==> src/rtl/cpu_axi_pkg.sv <==
// rtl/cpu_axi_pkg.sv - shared encodings and helpers for the CPU-to-AXI master bridge
package cpu_axi_pkg;

  typedef enum logic [2:0] {
    ST_IDLE     = 3'd0,
    ST_WRITE    = 3'd1,
    ST_WAIT_B   = 3'd2,
    ST_READ_AR  = 3'd3,
    ST_READ_R   = 3'd4,
    ST_READ_OUT = 3'd5
  } bridge_state_e;

  localparam logic [1:0] AXI_BURST_INCR    = 2'b01;
  localparam logic [1:0] AXI_RESP_OKAY     = 2'b00;
  localparam logic [3:0] AXI_CACHE_DEFAULT = 4'b0011;

  // Ceiling log2, used for the beat size and the address alignment mask.
  function automatic int clog2(input int value);
    int result;
    result = 0;
    while ((1 << result) < value) begin
      result = result + 1;
    end
    return result;
  endfunction

endpackage

==> src/rtl/cpu_axi_master_bridge.sv <==
// rtl/cpu_axi_master_bridge.sv - single-beat AXI4 master behind the CPU memory port
module cpu_axi_master_bridge
  import cpu_axi_pkg::*;
#(
  parameter int ADDR_WIDTH = 32,
  parameter int DATA_WIDTH = 32,
  parameter int STRB_WIDTH = DATA_WIDTH / 8,
  parameter int ID_WIDTH   = 8,
  parameter int ID_VALUE   = 0
) (
  input  logic                  clk,
  input  logic                  rst,
  // CPU side
  input  logic [ADDR_WIDTH-1:0] mem_addr,
  input  logic                  mem_wen,
  input  logic [DATA_WIDTH-1:0] mem_wdata,
  input  logic [STRB_WIDTH-1:0] mem_wstrb,
  input  logic                  mem_ren,
  output logic                  mem_req_ready,
  output logic [DATA_WIDTH-1:0] mem_rdata,
  output logic                  mem_rdata_valid,
  input  logic                  mem_rdata_ready,
  output logic                  resp_err,
  // AXI write address
  output logic [ID_WIDTH-1:0]   m_axi_awid,
  output logic [ADDR_WIDTH-1:0] m_axi_awaddr,
  output logic [7:0]            m_axi_awlen,
  output logic [2:0]            m_axi_awsize,
  output logic [1:0]            m_axi_awburst,
  output logic                  m_axi_awlock,
  output logic [3:0]            m_axi_awcache,
  output logic [2:0]            m_axi_awprot,
  output logic [3:0]            m_axi_awqos,
  output logic [3:0]            m_axi_awregion,
  output logic                  m_axi_awuser,
  output logic                  m_axi_awvalid,
  input  logic                  m_axi_awready,
  // AXI write data
  output logic [DATA_WIDTH-1:0] m_axi_wdata,
  output logic [STRB_WIDTH-1:0] m_axi_wstrb,
  output logic                  m_axi_wlast,
  output logic                  m_axi_wuser,
  output logic                  m_axi_wvalid,
  input  logic                  m_axi_wready,
  // AXI write response
  input  logic [ID_WIDTH-1:0]   m_axi_bid,
  input  logic [1:0]            m_axi_bresp,
  input  logic                  m_axi_buser,
  input  logic                  m_axi_bvalid,
  output logic                  m_axi_bready,
  // AXI read address
  output logic [ID_WIDTH-1:0]   m_axi_arid,
  output logic [ADDR_WIDTH-1:0] m_axi_araddr,
  output logic [7:0]            m_axi_arlen,
  output logic [2:0]            m_axi_arsize,
  output logic [1:0]            m_axi_arburst,
  output logic                  m_axi_arlock,
  output logic [3:0]            m_axi_arcache,
  output logic [2:0]            m_axi_arprot,
  output logic [3:0]            m_axi_arqos,
  output logic [3:0]            m_axi_arregion,
  output logic                  m_axi_aruser,
  output logic                  m_axi_arvalid,
  input  logic                  m_axi_arready,
  // AXI read data
  input  logic [ID_WIDTH-1:0]   m_axi_rid,
  input  logic [DATA_WIDTH-1:0] m_axi_rdata,
  input  logic [1:0]            m_axi_rresp,
  input  logic                  m_axi_rlast,
  input  logic                  m_axi_ruser,
  input  logic                  m_axi_rvalid,
  output logic                  m_axi_rready
);

  localparam int              ADDR_LSB = clog2(STRB_WIDTH);
  localparam logic [2:0]      AXI_SIZE = 3'(ADDR_LSB);
  localparam logic [ID_WIDTH-1:0] AXI_ID = ID_WIDTH'(ID_VALUE);

  bridge_state_e         state_q, state_d;
  logic [ADDR_WIDTH-1:0] addr_q, addr_d;
  logic [DATA_WIDTH-1:0] wdata_q, wdata_d;
  logic [STRB_WIDTH-1:0] wstrb_q, wstrb_d;
  logic [DATA_WIDTH-1:0] rdata_q, rdata_d;
  logic                  aw_done_q, aw_done_d;
  logic                  w_done_q, w_done_d;
  logic                  resp_err_q, resp_err_d;

  logic accept;
  logic aw_hs, w_hs, b_hs, ar_hs, r_hs;

  // IDs, user bits and the low address bits are not needed with one outstanding beat.
  logic unused_inputs;
  assign unused_inputs = ^{m_axi_bid, m_axi_buser, m_axi_rid, m_axi_ruser,
                           mem_addr[ADDR_LSB-1:0]};

  assign mem_req_ready = (state_q == ST_IDLE) && !rst;
  assign accept        = mem_req_ready && (mem_wen || mem_ren);

  assign aw_hs = m_axi_awvalid && m_axi_awready;
  assign w_hs  = m_axi_wvalid  && m_axi_wready;
  assign b_hs  = m_axi_bvalid  && m_axi_bready;
  assign ar_hs = m_axi_arvalid && m_axi_arready;
  assign r_hs  = m_axi_rvalid  && m_axi_rready;

  // Fixed single-beat attributes; both address channels share the same register.
  assign m_axi_awid     = AXI_ID;
  assign m_axi_awaddr   = addr_q;
  assign m_axi_awlen    = 8'd0;
  assign m_axi_awsize   = AXI_SIZE;
  assign m_axi_awburst  = AXI_BURST_INCR;
  assign m_axi_awlock   = 1'b0;
  assign m_axi_awcache  = AXI_CACHE_DEFAULT;
  assign m_axi_awprot   = 3'd0;
  assign m_axi_awqos    = 4'd0;
  assign m_axi_awregion = 4'd0;
  assign m_axi_awuser   = 1'b0;

  assign m_axi_wdata    = wdata_q;
  assign m_axi_wstrb    = wstrb_q;
  assign m_axi_wlast    = 1'b1;
  assign m_axi_wuser    = 1'b0;

  assign m_axi_arid     = AXI_ID;
  assign m_axi_araddr   = addr_q;
  assign m_axi_arlen    = 8'd0;
  assign m_axi_arsize   = AXI_SIZE;
  assign m_axi_arburst  = AXI_BURST_INCR;
  assign m_axi_arlock   = 1'b0;
  assign m_axi_arcache  = AXI_CACHE_DEFAULT;
  assign m_axi_arprot   = 3'd0;
  assign m_axi_arqos    = 4'd0;
  assign m_axi_arregion = 4'd0;
  assign m_axi_aruser   = 1'b0;

  assign mem_rdata = rdata_q;
  assign resp_err  = resp_err_q;

  // State and datapath registers; reset abandons any transaction in flight.
  always_ff @(posedge clk or posedge rst) begin
    if (rst) begin
      state_q    <= ST_IDLE;
      addr_q     <= '0;
      wdata_q    <= '0;
      wstrb_q    <= '0;
      rdata_q    <= '0;
      aw_done_q  <= 1'b0;
      w_done_q   <= 1'b0;
      resp_err_q <= 1'b0;
    end else begin
      state_q    <= state_d;
      addr_q     <= addr_d;
      wdata_q    <= wdata_d;
      wstrb_q    <= wstrb_d;
      rdata_q    <= rdata_d;
      aw_done_q  <= aw_done_d;
      w_done_q   <= w_done_d;
      resp_err_q <= resp_err_d;
    end
  end

  // Next state, request capture, per-channel done tracking and sticky error.
  always_comb begin
    state_d    = state_q;
    addr_d     = addr_q;
    wdata_d    = wdata_q;
    wstrb_d    = wstrb_q;
    rdata_d    = rdata_q;
    aw_done_d  = aw_done_q;
    w_done_d   = w_done_q;
    resp_err_d = resp_err_q;

    case (state_q)
      ST_IDLE: begin
        if (accept) begin
          addr_d    = {mem_addr[ADDR_WIDTH-1:ADDR_LSB], {ADDR_LSB{1'b0}}};
          wdata_d   = mem_wdata;
          wstrb_d   = mem_wstrb;
          aw_done_d = 1'b0;
          w_done_d  = 1'b0;
          // A simultaneous read request is dropped in favour of the write.
          state_d   = mem_wen ? ST_WRITE : ST_READ_AR;
        end
      end
      ST_WRITE: begin
        if (aw_hs) aw_done_d = 1'b1;
        if (w_hs)  w_done_d  = 1'b1;
        if ((aw_done_q || aw_hs) && (w_done_q || w_hs)) begin
          state_d = ST_WAIT_B;
        end
      end
      ST_WAIT_B: begin
        if (b_hs) begin
          state_d = ST_IDLE;
          if (m_axi_bresp != AXI_RESP_OKAY) resp_err_d = 1'b1;
        end
      end
      ST_READ_AR: begin
        if (ar_hs) state_d = ST_READ_R;
      end
      ST_READ_R: begin
        if (r_hs) begin
          rdata_d = m_axi_rdata;
          state_d = ST_READ_OUT;
          if ((m_axi_rresp != AXI_RESP_OKAY) || !m_axi_rlast) resp_err_d = 1'b1;
        end
      end
      ST_READ_OUT: begin
        if (mem_rdata_ready) state_d = ST_IDLE;
      end
      default: state_d = ST_IDLE;
    endcase
  end

  // Channel valids/readies decoded from the registered state only.
  always_comb begin
    m_axi_awvalid   = 1'b0;
    m_axi_wvalid    = 1'b0;
    m_axi_bready    = 1'b0;
    m_axi_arvalid   = 1'b0;
    m_axi_rready    = 1'b0;
    mem_rdata_valid = 1'b0;
    case (state_q)
      ST_WRITE: begin
        m_axi_awvalid = !aw_done_q;
        m_axi_wvalid  = !w_done_q;
      end
      ST_WAIT_B:   m_axi_bready    = 1'b1;
      ST_READ_AR:  m_axi_arvalid   = 1'b1;
      ST_READ_R:   m_axi_rready    = 1'b1;
      ST_READ_OUT: mem_rdata_valid = 1'b1;
      default: ;
    endcase
  end

endmodule
==> config.mk <==
export PLATFORM = sky130hd
export DESIGN_NAME = cpu_axi_master_bridge
export DESIGN_NICKNAME = d
export VERILOG_FILES = /design/src/rtl/cpu_axi_pkg.sv /design/src/rtl/cpu_axi_master_bridge.sv
export SDC_FILE = /design/constraint.sdc
export NUM_CORES = 1
export LEC_CHECK = 0
export CAP_MARGIN = 10
export CORE_AREA = 2 2 137 139
export DETAILED_ROUTE_END_ITERATION = 8
export DIE_AREA = 0 0 139 141
export PLACE_DENSITY = 0.67
export SETUP_SLACK_MARGIN = 0.2
export SLEW_MARGIN = 10
export SYNTH_ARGS = -nofsm -noshare
export SYNTH_HDL_FRONTEND = slang
export SYNTH_SLANG_ARGS = --single-unit
==> constraint.sdc <==
create_clock -name clk -period 5.1 [get_ports clk]
set_input_delay 1.53 -clock clk [delete_from_list [all_inputs] [get_ports clk]]
set_output_delay 1.53 -clock clk [all_outputs]
set_load 0.005 [all_outputs]
## Yosys cells after proc, flatten, opt, wreduce, memory -nomap -nowiden

Cells that the tools add are included.

- Equal/unequal tests: 15
- Muxes and demuxes: 24
- Reductions and logical operators: 27

Operators with widths:

| kind | number |
|---|---|
| inequality test 2 bit, second input constant | 10 |
| two-way mux 3 bit | 6 |
| one-hot mux 3 bit (6 select lines) | 1 |
| two-way mux 1 bit | 13 |
| logical AND 1 bit | 8 |
| nonzero test 2 bit | 4 |
| == test 3 x 2 -> 1 bit, second input constant | 2 |
| == test 3 bit, second input constant | 2 |
| one-hot mux 1 bit (2 select lines) | 3 |
| AND reduction 3 bit | 2 |
| AND reduction 6 bit | 1 |
| AND reduction 5 bit | 1 |
| zero test 1 bit | 4 |
| logical OR 1 bit | 4 |
| AND reduction 2 bit | 2 |
| == test 3 x 1 -> 1 bit, second input constant | 1 |
| zero test 3 bit | 1 |
| two-way mux 2 bit | 1 |

- Register bits after elaboration: 104
- Bits of input ports: 133
- Output and inout bits: 218
- Word-level logic and storage cells: 74

## Depth between registers and ports, before layout

Gate-level depths: netlist (run 1).

- Depth in word-level cells: 7
- Depth in mapped cells: 6

## Least setup slack after synthesis (run 1)

Ideal clock, no wire load.

- Path kind: input to output
- Start point: in rst
- End point: out mem_req_ready
- Data arrival time: 1.701 ns
- Path slack: 1.869 ns
- Stages: 1
- Path buffers: 0
- Path through: nor4_4

- Longest elaborated chain between the ends: 2

RTL lines:

| element | RTL line | source |
|---|---|---|
| start: declaration | cpu_axi_master_bridge.sv:12 | `input logic rst,` |
| zero test 1 bit (no source line) | -- |  |
| logical AND 1 bit | cpu_axi_master_bridge.sv:96 | `assign mem_req_ready = (state_q == ST_IDLE) && !rst;` |
| end: declaration | cpu_axi_master_bridge.sv:19 | `output logic mem_req_ready,` |

Every way passes these cells.

## Final worst setup path (run 1)

Same ends and word-level chain as after synthesis.

==> results.json, run 1 <==
{
  "worstHoldStart": "resp_err",
  "drt-pass1-iter-count": 4,
  "path_clk_slew_ps": 70,
  "fillers": 1718,
  "ys_seq_area_frac": 0.515,
  "crit_path_start": "rst",
  "hold_viol": 0,
  "worstSetupPathType": "in -> out",
  "routed_wl_um": 12100,
  "synth_warnings": 0,
  "synth_cell_type_count": 33,
  "r2r-start": "state_q[2]",
  "grt_pass1_vias": 3491,
  "period_needed_ps": 4490,
  "final.setup.tns_ps": 0,
  "drive_gt1_frac": 0.206,
  "cp_slowest_cell": "clkdlybuf4s50_1",
  "crit_arrival_ps": 2960,
  "setup_viol": 0,
  "num_vias": 3288,
  "cp-end-kind": "output pin",
  "period_share": 0.880,
  "postSynthAreaPerCell_um2": 13.6,
  "synth_top_area_share": 0.515,
  "via_per_inst": 3.98,
  "rsz0062_at_grt": "no",
  "synth-seq-cells": 104,
  "cts.repair.resized": 0,
  "timing.final.ws_setup_ps": 611,
  "ioPinCount": 351,
  "cpPeakStageDelay_ps": 570,
  "start_util": 0.277,
  "antennaDiodeCount": 0,
  "fin_nets": 721,
  "post-route-drc-count": 0,
  "yosys-top-cells-area": "dfrtp_1 51%, buf_4 17%, mux2_2 15%, mux2_4 8.6%, buf_6 0.89%",
  "worst_skew_pair.late_latency_ps": 350,
  "htree_levels": 3,
  "dpl.hpwl_um": 9190,
  "routabilityCongestion": 0.769,
  "synthesis.area_um2": 5050,
  "drtIter0Drc": 53,
  "die_width_um": 139,
  "floorplan.rows": 50,
  "synthCells": 372,
  "leakagePower_nw": 3.30,
  "post_cts_buffers": 0,
  "vdd_drop_max_v": 0.000232,
  "synth_area_leader_cell": "dfrtp_1",
  "clk_path_buf_depth": 2,
  "cp-start-kind": "primary input",
  "crit_fanout": 5,
  "die_h_um": 141,
  "core_um2": 18300,
  "post-place-ws_ps": 619,
  "hp-class": "reg -> reg",
  "clkSinkCount": 104,
  "cts_tree": "yes",
  "outcome": "finished, final reports clean",
  "use_met2": 0.223,
  "syn2layout_area_growth_pct": 49.3,
  "ant_nets": 0,
  "dieArea_um2": 19600,
  "worstPathRequired_ps": 3570,
  "routedWlPerCell_um": 14.7,
  "final_util": 0.413,
  "grt_pass1_wl_um": 18900,
  "ctsRootBufferMaster": "clkbuf_16",
  "skew_ps": 8.61,
  "relSlewSlack": 0.574,
  "grt-ovfl-total": 0,
  "final_common_cell": "clkdlybuf4s50_1",
  "cp_cell_sequence": "clkdlybuf4s50_1 -> nor4_4 -> clkdlybuf4s50_1",
  "use_met3": 0.0329,
  "port_buffers": 248,
  "grt_max_degree": 58,
  "grt_usage": 0.121,
  "grt_antenna_before_repair": 0,
  "max_cap_viol_count": 0,
  "grt_util_met1": 0.134,
  "layout_common_cells": "248 x clkdlybuf4s50_1, 104 x dfrtp_1, 82 x conb_1",
  "ctsHoldBuffers": 0,
  "path_buf_inv": 2,
  "grt_busiest_layer": "met2",
  "finalMaxSlewViolations": 0,
  "worstMarginPinSlew_ps": 639,
  "critical-path-top-delay-family": "buffers and inverters",
  "p_per_area_nw_per_um2": 563,
  "totalPowerFinal_w": 0.00424,
  "cpMostUsedCell": "clkdlybuf4s50_1",
  "cts_buffers": 9,
  "clock.fmax_mhz": 223
}
[stage by stage]
step	area, µm²	cells	hold slack [ps]
3_3_place_gp	7250	811	448
5_1_grt	7540	827	486
4_1_cts	7540	827	475
2_1_floorplan	5350	452	451
3_5_place_dp	7250	811	459
6_report	7540	827	472
[flip-flops by register name, summed over array words and instances (netlist names)]
register      flops
m_axi_araddr     30
mem_rdata        32
resp_err          1
aw_done_q         1
w_done_q          1
state_q           3
m_axi_wdata      32
m_axi_wstrb       4
[cell type report]
cell class	instances	area [µm²]	area share
flip-flops and latches	104	2600	0.345
clock buffers	11	233	0.0308
inverters	3	13.8	0.00182
clock inverters	5	63.8	0.00846
well taps	234	293	0.0388
multi-input cells	219	1810	0.240
repair buffers	251	2530	0.335
[cell families after synthesis]
group,after synthesis,share of synthesized area
buffers and inverters,129,0.188
multiplexers,99,0.242
AO/OA/AOI/OAI,16,0.0233
AND/OR/NAND/NOR,22,0.0302
other,2,0.00149
flip-flops,104,0.515
[power by group]
part           total, W  leakage, nW  internal (W)  switching [W]
combinational   0.00202         1.91       0.00145       0.000573
sequential      0.00152         1.26       0.00124       0.000284
clock          0.000705        0.141      0.000386       0.000319
total           0.00424         3.30       0.00307        0.00118
[Yosys cell counts]
cell type,number
a21oi_1,3
o31ai_1,1
buf_4,114
mux2_1,1
a21o_1,1
buf_2,5
clkbuf_2,1
o31a_1,1
nor3b_2,1
o21ai_0,2
conb_1,2
clkbuf_1,2
or3b_2,2
nor4b_1,1
or2_2,1
o2bb2ai_1,1
a32o_1,1
o41ai_1,1
o22ai_1,1
nor3b_1,3
mux2_2,69
mux2_4,29
a221oi_1,1
o21ai_2,1
nor4_4,1
nor2b_1,2
buf_6,4
and2_1,4
a22o_1,2
dfrtp_1,104
inv_1,3
nand2_1,2
nor2_1,5
[path summary, 6_finish.rpt]
kind                            slack, ps  cells after the start               to
min in group asynchronous            1810                      2        aw_done_q
worst max register to register       3100                      4    mem_rdata[10]
worst min-delay path                  470                      1         resp_err
worst max-delay path                  610                      3    mem_req_ready
max in group asynchronous            2520                      3  m_axi_araddr[3]
worst min register to register        470                      1         resp_err
[metal layers]
| metal | vias to the layer above | part of all wire |
|---|---|---|
| met1 | 1633 | 0.37 |
| met5 | - | 0 |
| met4 | 0 | 0.015 |
| met2 | 158 | 0.55 |
| li1 | 1486 | - |
| met3 | 11 | 0.067 |
(Power assumes the default switching activity.)
==> inputs of run 2 (changes only) <==
Settings changed: SKIP_LAST_GASP set to 1.
==> results of run 2 <==
Final layout, timing and power as in run 1 (identical DEF).
